$ cat src/rtl/daq_capture_ctrl_if.sv
// Sample-in / memory-write-out bundle for daq_capture_ctrl.
// All channel c fields sit at slice [c*W +: W] of each bus.
interface daq_capture_ctrl_if #(
  parameter int NUM_CH = 2,
  parameter int DATA_W = 8,
  parameter int ADDR_W = 17
);
  // Strobe semantics, no backpressure: sample_valid[c] high for one clk_50
  // cycle means samples[c] is present that cycle and is consumed or dropped
  // then; mem_write[c] high for one cycle means mem_address/mem_write_data
  // for channel c must be written that cycle (they hold while mem_write is 0).
  logic [NUM_CH-1:0]        sample_valid;
  logic [NUM_CH*DATA_W-1:0] samples;
  logic [NUM_CH*DATA_W-1:0] mem_write_data;
  logic [NUM_CH*ADDR_W-1:0] mem_address;
  logic [NUM_CH-1:0]        mem_write;

  modport master (
    output sample_valid, samples,
    input  mem_write_data, mem_address, mem_write
  );

  modport slave (
    input  sample_valid, samples,
    output mem_write_data, mem_address, mem_write
  );
endinterface

$ cat src/rtl/daq_capture_ctrl.sv
// Multi-channel pre/post-trigger capture controller: per-channel circular
// buffer writer with edge/pending/auto trigger, single or continuous capture.
module daq_capture_ctrl #(
  parameter int NUM_CH = 2,
  parameter int DATA_W = 8,
  parameter int ADDR_W = 17
) (
  input  logic                     clk_50,
  input  logic                     reset_n,
  daq_capture_ctrl_if.slave        bus,
  input  logic [NUM_CH-1:0]        trigger,
  input  logic                     arm,
  input  logic                     abort,
  input  logic [NUM_CH-1:0]        read_done,
  input  logic                     continuous,
  input  logic                     auto_en,
  input  logic [15:0]              auto_timeout,
  input  logic [ADDR_W-1:0]        pretrig,
  output logic [NUM_CH*ADDR_W-1:0] trig_addr,
  output logic [NUM_CH*3-1:0]      ch_state,
  output logic [NUM_CH-1:0]        capture_done
);

  typedef enum logic [2:0] {
    S_IDLE  = 3'd0,
    S_PRE   = 3'd1,
    S_ARMED = 3'd2,
    S_POST  = 3'd3,
    S_DONE  = 3'd4
  } state_e;

  for (genvar c = 0; c < NUM_CH; c++) begin : g_ch
    state_e              state_q, state_d;
    logic [ADDR_W-1:0]   wr_ptr_q, wr_ptr_d;
    logic [ADDR_W-1:0]   pre_cnt_q, pre_cnt_d;
    logic [ADDR_W-1:0]   post_cnt_q, post_cnt_d;
    logic [15:0]         to_cnt_q, to_cnt_d;
    logic                trig_dly_q, trig_dly_d;
    logic                trig_pend_q, trig_pend_d;
    logic [ADDR_W-1:0]   pretrig_lat_q, pretrig_lat_d;
    logic                cont_lat_q, cont_lat_d;
    logic [ADDR_W-1:0]   trig_addr_q, trig_addr_d;
    logic                mem_we_q, mem_we_d;
    logic [ADDR_W-1:0]   mem_addr_q, mem_addr_d;
    logic [DATA_W-1:0]   mem_data_q, mem_data_d;

    logic                vld;
    logic [DATA_W-1:0]   smp;
    logic                trig_edge;
    logic                auto_hit;
    logic                trig_cond;
    logic [ADDR_W-1:0]   post_len;
    logic                do_wr;
    logic                go_pre;

    assign vld       = bus.sample_valid[c];
    assign smp       = bus.samples[c*DATA_W +: DATA_W];
    assign trig_edge = trigger[c] & ~trig_dly_q;
    assign auto_hit  = auto_en && (auto_timeout != 16'd0) && (to_cnt_q >= auto_timeout);
    assign trig_cond = trig_edge | trig_pend_q | auto_hit;
    // Samples still to take after the trigger sample so the buffer ends full.
    assign post_len  = {ADDR_W{1'b1}} - pretrig_lat_q;

    always_comb begin
      state_d       = state_q;
      wr_ptr_d      = wr_ptr_q;
      pre_cnt_d     = pre_cnt_q;
      post_cnt_d    = post_cnt_q;
      to_cnt_d      = to_cnt_q;
      trig_dly_d    = trigger[c];
      trig_pend_d   = trig_pend_q;
      pretrig_lat_d = pretrig_lat_q;
      cont_lat_d    = cont_lat_q;
      trig_addr_d   = trig_addr_q;
      mem_we_d      = 1'b0;
      mem_addr_d    = mem_addr_q;
      mem_data_d    = mem_data_q;
      do_wr         = 1'b0;
      go_pre        = 1'b0;

      if (abort) begin
        state_d = S_IDLE;
      end else if (arm && (state_q == S_IDLE || state_q == S_DONE)) begin
        go_pre = 1'b1;
      end else begin
        case (state_q)
          S_PRE: begin
            if (vld) begin
              do_wr     = 1'b1;
              pre_cnt_d = pre_cnt_q + 1'b1;
            end
            if (pretrig_lat_q == '0 || (vld && (pre_cnt_q + 1'b1) == pretrig_lat_q))
              state_d = S_ARMED;
          end
          S_ARMED: begin
            if (to_cnt_q != 16'hffff) to_cnt_d = to_cnt_q + 16'd1;
            if (vld) begin
              do_wr = 1'b1;
              if (trig_cond) begin
                trig_addr_d = wr_ptr_q;
                post_cnt_d  = post_len;
                state_d     = (post_len == '0) ? S_DONE : S_POST;
              end
            end else if (trig_edge) begin
              trig_pend_d = 1'b1;
            end
          end
          S_POST: begin
            if (vld) begin
              do_wr      = 1'b1;
              post_cnt_d = post_cnt_q - 1'b1;
              if (post_cnt_q == {{(ADDR_W-1){1'b0}}, 1'b1}) state_d = S_DONE;
            end
          end
          S_DONE: begin
            if (read_done[c]) begin
              if (cont_lat_q) go_pre = 1'b1;
              else            state_d = S_IDLE;
            end
          end
          default: ;
        endcase
      end

      // Every path into PRE is an arm event: restart the buffer and relatch config.
      if (go_pre) begin
        state_d       = S_PRE;
        wr_ptr_d      = '0;
        pre_cnt_d     = '0;
        to_cnt_d      = '0;
        trig_pend_d   = 1'b0;
        pretrig_lat_d = pretrig;
        cont_lat_d    = continuous;
      end

      if (do_wr) begin
        mem_we_d   = 1'b1;
        mem_addr_d = wr_ptr_q;
        mem_data_d = smp;
        wr_ptr_d   = wr_ptr_q + 1'b1;
      end
    end

    always_ff @(posedge clk_50) begin
      if (!reset_n) begin
        state_q       <= S_IDLE;
        wr_ptr_q      <= '0;
        pre_cnt_q     <= '0;
        post_cnt_q    <= '0;
        to_cnt_q      <= '0;
        trig_dly_q    <= 1'b0;
        trig_pend_q   <= 1'b0;
        pretrig_lat_q <= '0;
        cont_lat_q    <= 1'b0;
        trig_addr_q   <= '0;
        mem_we_q      <= 1'b0;
        mem_addr_q    <= '0;
        mem_data_q    <= '0;
      end else begin
        state_q       <= state_d;
        wr_ptr_q      <= wr_ptr_d;
        pre_cnt_q     <= pre_cnt_d;
        post_cnt_q    <= post_cnt_d;
        to_cnt_q      <= to_cnt_d;
        trig_dly_q    <= trig_dly_d;
        trig_pend_q   <= trig_pend_d;
        pretrig_lat_q <= pretrig_lat_d;
        cont_lat_q    <= cont_lat_d;
        trig_addr_q   <= trig_addr_d;
        mem_we_q      <= mem_we_d;
        mem_addr_q    <= mem_addr_d;
        mem_data_q    <= mem_data_d;
      end
    end

    assign bus.mem_write[c]                        = mem_we_q;
    assign bus.mem_address[c*ADDR_W +: ADDR_W]     = mem_addr_q;
    assign bus.mem_write_data[c*DATA_W +: DATA_W]  = mem_data_q;
    assign trig_addr[c*ADDR_W +: ADDR_W]           = trig_addr_q;
    assign ch_state[c*3 +: 3]                      = state_q;
    assign capture_done[c]                         = (state_q == S_DONE);
  end

endmodule
$ cat src/flat_wrapper.sv
// flat-port wrapper written by rule: the top's interface ports become plain ports
module daq_capture_ctrl_flat 
#(
  parameter int NUM_CH = 2,
  parameter int DATA_W = 8,
  parameter int ADDR_W = 17
)
  (clk_50, reset_n, trigger, arm, abort, read_done, continuous, auto_en, auto_timeout, pretrig, trig_addr, ch_state, capture_done, bus_sample_valid, bus_samples, bus_mem_write_data, bus_mem_address, bus_mem_write);
  daq_capture_ctrl_if #(.NUM_CH(NUM_CH), .DATA_W(DATA_W), .ADDR_W(ADDR_W)) bus_i ();
  input  logic clk_50;
  input  logic reset_n;
  input  logic [NUM_CH-1:0] trigger;
  input  logic arm;
  input  logic abort;
  input  logic [NUM_CH-1:0] read_done;
  input  logic continuous;
  input  logic auto_en;
  input  logic [15:0] auto_timeout;
  input  logic [ADDR_W-1:0] pretrig;
  output logic [NUM_CH*ADDR_W-1:0] trig_addr;
  output logic [NUM_CH*3-1:0] ch_state;
  output logic [NUM_CH-1:0] capture_done;
  input wire logic [$bits(bus_i.sample_valid)-1:0] bus_sample_valid;
  input wire logic [$bits(bus_i.samples)-1:0] bus_samples;
  output wire logic [$bits(bus_i.mem_write_data)-1:0] bus_mem_write_data;
  output wire logic [$bits(bus_i.mem_address)-1:0] bus_mem_address;
  output wire logic [$bits(bus_i.mem_write)-1:0] bus_mem_write;
  assign bus_i.sample_valid = bus_sample_valid;
  assign bus_i.samples = bus_samples;
  assign bus_mem_write_data = bus_i.mem_write_data;
  assign bus_mem_address = bus_i.mem_address;
  assign bus_mem_write = bus_i.mem_write;
  daq_capture_ctrl #(.NUM_CH(NUM_CH), .DATA_W(DATA_W), .ADDR_W(ADDR_W)) u_core (.clk_50(clk_50), .reset_n(reset_n), .bus(bus_i), .trigger(trigger), .arm(arm), .abort(abort), .read_done(read_done), .continuous(continuous), .auto_en(auto_en), .auto_timeout(auto_timeout), .pretrig(pretrig), .trig_addr(trig_addr), .ch_state(ch_state), .capture_done(capture_done));
endmodule
$ cat config.mk
export PLATFORM = sky130hd
export DESIGN_NAME = daq_capture_ctrl_flat
export DESIGN_NICKNAME = d
export VERILOG_FILES = /design/src/rtl/daq_capture_ctrl_if.sv /design/src/rtl/daq_capture_ctrl.sv /design/src/flat_wrapper.sv
export SDC_FILE = /design/constraint.sdc
export NUM_CORES = 1
export LEC_CHECK = 0
export CAP_MARGIN = 20
export CORE_UTILIZATION = 44
export CTS_CLUSTER_DIAMETER = 60
export DETAILED_ROUTE_END_ITERATION = 8
export PLACE_DENSITY = 0.76
export RECOVER_POWER = 50
export SKIP_CTS_REPAIR_TIMING = 1
export SLEW_MARGIN = 20
export SYNTH_ARGS = -nofsm -noshare
export SYNTH_HDL_FRONTEND = slang
export SYNTH_SLANG_ARGS = --single-unit
export TNS_END_PERCENT = 20
$ cat constraint.sdc
create_clock -name clk_50 -period 3 [get_ports clk_50]
set_input_delay 0.45 -clock clk_50 [delete_from_list [all_inputs] [get_ports clk_50]]
set_output_delay 0.45 -clock clk_50 [all_outputs]
set_load 0.005 [all_outputs]
==> metrics, run 1 <==
total power 8.13 mW; leakage power 6.21 nW; RSZ-0062 raised after global routing false; Seq cells post-synth 266; Tot GR Track Use 23.7%; Clock power frac 49.1%; routed via count 13000; Final setup viols 0; CTS sink cnt 266; placed cell count 2232; Internal 6.23 mW; top post-synthesis cells by area dfxtp_1 40%, nand2_1 7.7%, a21oi_1 6.7%; worst vdd ir 0.453 mV; Mapped Nets 1818; commonest non-fill, non-tap cell in the layout nand2_1; First-pass DRT Iterations 6; DR iter-0 viols 1163; endpoint type of the worst setup path flip-flop; initial antenna violation count 0; Clock transition at path regs 60 ps; Critical Path Fanout Max 12; crit-path max cell delay 510 ps; final-layout fill cell count 2631; # DRC 0; Worst Setup SP auto_timeout[13]; CTS tree yes; sequential share of power 44.7%; global-route wire length before repair 60.8 mm; vias in the first global route 12200; worst slew pin tran 1210 ps; GRT overflow 0; Post-synth ARST share 0%; Tcrit/Tclk final 94.9%; Setup WS post-layout 153 ps; Reg2Reg Setup Slack 240 ps; CP top delay family compound AO/OA/AOI/OAI gates; FF-to-FF Start u_core.g_ch[0].pre_cnt_q[0]; Tmin final 2850 ps; port bufs 154; n_diodes 0; Sw Ratio 23.3%; most frequent cells in the layout 272 x nand2_1, 266 x dfxtp_1, 210 x nor2_1; Seq/Total Area, Yosys 39.9%; max-slew violations 0; design area 16700 µm²; Final Hold Viols 0; Post-synth EDFFs 0; Primary FF master, synth dfxtp_1; worst reg2reg path depth 9; CP bufs+invs 5; wire per inst 16.5 µm; Routed Antenna Nets 0; CP max-delay cell clkdlybuf4s50_1; CP arrival 3340 ps; crit-path most repeated cell buf_4; fin cells 2290; total core area 29700 µm²; Psw 1.89 mW; clk buf depth 3; Synth-to-Final Area Change 25.1%; largest net degree at the start of global routing 65; status completed; Synth Area per Inst 7.78 µm²; Root Buffer clkbuf_16; area leader, netlist dfxtp_1; total CTS buffers 31; Initial Util 44.9%; total negative slack 0 ps; Post-Syn Area 13300 µm²; Synth Warn # 0; Yosys top cell area share 39.9%; share of cells above drive strength 1 7.79%; H-tree Lvls 1; die height 176 µm; max cap viols 0; Comb power frac 6.3%; final wirelength 37.7 mm; routed vias/inst 5.67; num ports 155; Hold Path Sink u_core.g_ch[0].mem_data_q[0]; critical path class input port to flip-flop; worst reg2reg path endpoint u_core.g_ch[0].state_q[1]; clk_lat worst skew 570 ps; HP Class input port to flip-flop; Critical Path RT 3490 ps; clock skew 15.9 ps; Cells after Synth 1715; chain of cells forming the critical path clkdlybuf4s50_1 > inv_1 > ha_1 > a211o_1 > a2111o_1 > nor3_2 > a21oi_2 > buf_4 > o2111ai_1 > buf_4 > buf_4 > o21ai_0 > a21oi_1; Rel. slew slack 19.2%; hold depth 3; FP Rows 63; Max Clk Rate 351 MHz; Yosys cell types 68; Die Span X 176 µm; area of the die 31000 µm²; Post-layout nets 1978; Startpoint Class input port; routability cong. 0.965; Post-Place Worst Slack -679 ps; Post-Place Cell Area 15600 µm²; PD cells 487 nW/µm²; hold path start bus_samples[0]; HPWL Detailed 26.6 mm
[registers in the layout (all words and copies together) (netlist names)]
register                   flops
u_core.g_ch.cont_lat_q         2
u_core.g_ch.mem_addr_q        34
u_core.g_ch.mem_data_q        16
u_core.g_ch.mem_we_q           2
u_core.g_ch.post_cnt_q        34
u_core.g_ch.pre_cnt_q         34
u_core.g_ch.pretrig_lat_q     34
u_core.g_ch.state_q            6
u_core.g_ch.to_cnt_q          32
u_core.g_ch.trig_addr_q       34
u_core.g_ch.trig_dly_q         2
u_core.g_ch.trig_pend_q        2
u_core.g_ch.wr_ptr_q          34
[how the worst max path moves through the flow]
stage	cells after the start	end
after floorplan	11	u_core.g_ch[0].post_cnt_q[0]
final	13	u_core.g_ch[0].post_cnt_q[13]
after detailed placement	11	u_core.g_ch[0].post_cnt_q[13]
after CTS	11	u_core.g_ch[0].post_cnt_q[13]
after global placement	11	u_core.g_ch[0].post_cnt_q[14]
after global routing	13	u_core.g_ch[0].post_cnt_q[13]
[stage by stage]
step	util, %	hold WS (ps)
global route	56.2	431
detailed placement	52.6	447
finish	56.2	427
global placement	52.6	441
CTS	56.3	409
floorplan	-	444
[per-layer routing]
| metal | GRT usage (%) | vias to the layer above | routed length (µm) | share of wire [%] |
|---|---|---|---|---|
| li1 | - | 6307 | - | - |
| met1 | 30.8 | 6112 | 16300 | 43 |
| met2 | 38.3 | 480 | 17000 | 45 |
| met3 | 5.79 | 92 | 3250 | 8.6 |
| met4 | 8.08 | 2 | 1160 | 3.1 |
| met5 | 0.962 | - | 35 | 0.093 |
[area by class of cell]
type / instances / area, µm² / share of cell area, %
Multi-Input combinational cell: 1313 / 7530 / 45.1
Sequential cell: 266 / 5330 / 31.9
Timing Repair Buffer: 224 / 2100 / 12.6
Clock buffer: 44 / 905 / 5.42
Tap cell: 390 / 488 / 2.92
Clock inverter: 14 / 199 / 1.19
Inverter: 39 / 149 / 0.892
[power by group through the flow]
| stage | Sequential [mW] | Clock [mW] | Combinational (mW) |
|---|---|---|---|
| floorplan | 3.67 | 0 | 0.288 |
| global placement | 3.70 | 0 | 0.504 |
| detailed placement | 3.71 | 0 | 0.514 |
| CTS | 3.63 | 4.05 | 0.519 |
| global route | 3.63 | 4.21 | 0.560 |
| finish | 3.63 | 3.99 | 0.510 |
[cells in the mapped netlist (7+ instances only)]
cell and instances:
mux2i_1 39, nand3b_1 7, inv_1 38, or3_1 20, xnor2_1 43, o21ai_0 92, dfxtp_1 266, nand2_1 272
ha_1 42, clkbuf_1 83, nand2b_1 19, nor3_1 44, buf_2 10, nor2_1 210, nor4_1 26, and4_1 12
and2_1 14, a21oi_1 178, a31oi_1 14, nand3_1 66, nand4_1 33, xor2_1 56, and3_1 17, a41oi_1 8
[logic make-up after synthesis]
| logic type | after synthesis | share of synthesized area, % |
|---|---|---|
| buffers and inverters | 136 | 4.00 |
| adders and majority gates | 42 | 3.94 |
| DFF | 266 | 39.9 |
| xor gates and xnor gates | 99 | 6.50 |
| AOI/OAI and AO/OA | 362 | 15.9 |
| and+or+nand+nor | 769 | 26.6 |
| muxes | 41 | 3.09 |
[worst register-to-register path: stages, from the launching register on]
cell and delay, ps:
dfxtp_1 450, ha_1 350, nand4_1 240, nor2_1 140, nor3b_1 60, a2111o_1 350, a2111o_1 370, o31ai_2 350
a41oi_1 200, nor4_2 150
Power figures use the tool's default switching activity.
==> run 2, diff against run 1 <==
Settings changed: CORE_MARGIN set to 2, GPL_ROUTABILITY_DRIVEN set to 1.
==> run 2 against run 1 <==
Net effect:
- total power shrank 1.3%
- register-to-register slack lost 60 ps
- combinational power up 0.8%
- cell count up 0.22%
- hold slack better by 14 ps
- largest cell class unchanged
==> metrics, run 2 (synthesis gave the netlist of run 1 again) <==
status completed; routability cong. 0.945 (-2.0%); Final Hold Viols 0 (unchanged); worst reg2reg path depth 9 (unchanged); HP Class input port to flip-flop; Tmin final 2850 ps (+6.48 ps); chain of cells forming the critical path clkdlybuf4s50_1 > inv_1 > ha_1 > a211o_1 > a2111o_1 > nor3_1 > a21oi_2 > buf_4 > o2111ai_2 > buf_2 > a21oi_1 > o221a_2; n_diodes 0 (unchanged); PD cells 480 nW/µm² (-1.4%); worst reg2reg path endpoint u_core.g_ch[1].state_q[1]; area of the die 31700 µm² (+2.3%); hold depth 3 (unchanged); CTS tree yes; max-slew violations 0 (unchanged); CP arrival 3310 ps (-30 ps); commonest non-fill, non-tap cell in the layout nand2_1; Root Buffer clkbuf_16; die height 178 µm (+1.1%); Critical Path RT 3450 ps (-40 ps); design area 16700 µm² (+0.12%); total power 8.02 mW (-1.3%); most frequent cells in the layout 272 x nand2_1, 266 x dfxtp_1, 208 x nor2_1; placed cell count 2234 (+0.090%); total CTS buffers 30 (-3.2%); H-tree Lvls 1 (unchanged); clock skew 14.5 ps (-1.44 ps); share of cells above drive strength 1 8.24% (+0.45 points); Post-layout nets 1985 (+0.35%); Setup WS post-layout 147 ps (-6.48 ps); Clock transition at path regs 60 ps (about the same); port bufs 154 (unchanged); Hold Path Sink u_core.g_ch[0].mem_data_q[4]; Critical Path Fanout Max 8 (-4); GRT overflow 0 (unchanged); max cap viols 0 (unchanged); FP Rows 63 (unchanged); worst slew pin tran 1210 ps (-6.21 ps); worst vdd ir 0.389 mV (-14%); # DRC 0 (unchanged); First-pass DRT Iterations 5 (-1); Startpoint Class input port; critical path class input port to flip-flop; final wirelength 37.9 mm (+0.55%); wire per inst 16.5 µm (+0.33%); Post-Place Worst Slack -823 ps (-144 ps); vias in the first global route 12200 (-0.065%); Die Span X 178 µm (+1.1%); clk buf depth 3 (unchanged); global-route wire length before repair 61.5 mm (+1.2%); endpoint type of the worst setup path flip-flop; num ports 155 (unchanged); Tcrit/Tclk final 95.1% (+0.22 points); Reg2Reg Setup Slack 180 ps (-60 ps); hold path start bus_samples[4]; FF-to-FF Start u_core.g_ch[1].pre_cnt_q[1]; DR iter-0 viols 1003 (-14%); largest net degree at the start of global routing 94 (+45%); Routed Antenna Nets 0 (unchanged); Tot GR Track Use 23.5% (-0.23 points); minimum hold slack 442 ps (+14.4 ps); Rel. slew slack 18.8% (-0.44 points); initial antenna violation count 0 (unchanged); clk_lat worst skew 560 ps (about the same); Max Clk Rate 350 MHz (-0.23%); leakage power 6.23 nW (+0.32%); fin cells 2295 (+0.22%); total core area 29700 µm² (unchanged); routed vias/inst 5.64 (-0.62%); Synth-to-Final Area Change 25.2%; total negative slack 0 ps (unchanged); CP max-delay cell clkdlybuf4s50_1; crit-path max cell delay 500 ps (about the same); Initial Util 44.9% (unchanged); HPWL Detailed 27.2 mm (+2.2%); CTS sink cnt 266 (unchanged); routed via count 12900 (-0.40%); Util after Layout 56.2% (+0.067 points); Final setup viols 0 (unchanged); Post-Place Cell Area 15600 µm² (about the same)
-- run 2: cell types whose count changed in the layout (fill, tap and decap cells not counted), sizes merged --
cell	change
inv	+1
buf	+9
clkinv	+1
bufinv	+1
clkbuf	-10
clkinvlp	+3
-- run 2: final cells by class --
cell class / count / area (µm²)
flip-flops and latches: 266 / 5330
clock buffers: 35 / 801
well taps: 390 / 488
fillers: 2717 / 13000
multi-input cells: 1313 / 7510
repair buffers: 232 / 2180
inverters: 39 / 149
clock inverters: 20 / 256
-- run 2: metal layers --
metal / track usage [%] / vias to the layer above / routed length [µm]
met5: 0 / - / 0
met1: 30.7 / 6065 / 16300
li1: - / 6322 / -
met3: 6.27 / 74 / 3540
met4: 7.34 / 0 / 922
met2: 37.8 / 480 / 17100
-- run 2: worst max path at each step --
| stage | from | end | cells after the start | slack [ps] |
|---|---|---|---|---|
| global placement | auto_timeout[3] | u_core.g_ch[0].post_cnt_q[14] | 11 | -580 |
| detailed placement | auto_timeout[7] | u_core.g_ch[0].post_cnt_q[6] | 11 | -820 |
| finish | auto_timeout[13] | u_core.g_ch[0].post_cnt_q[10] | 12 | 150 |
| global route | auto_timeout[13] | u_core.g_ch[0].post_cnt_q[4] | 14 | -8 |
| floorplan | auto_timeout[13] | u_core.g_ch[0].post_cnt_q[0] | 11 | 260 |
| CTS | auto_timeout[7] | u_core.g_ch[0].post_cnt_q[6] | 11 | -180 |
-- run 2: worst max-delay path, delay by kind of cell --
family                   cells  cell delay (ps)
AO/OA/AOI/OAI                6             1300
adder cells (fa/ha/maj)      1              310
buffers and inverters        4              990
AND/OR/NAND/NOR              1              250
-- run 2: power breakdown --
part	switching, mW	total [mW]	internal, mW
combinational	0.291	0.514	0.223
sequential	0.0636	3.63	3.57
clock	1.53	3.88	2.35
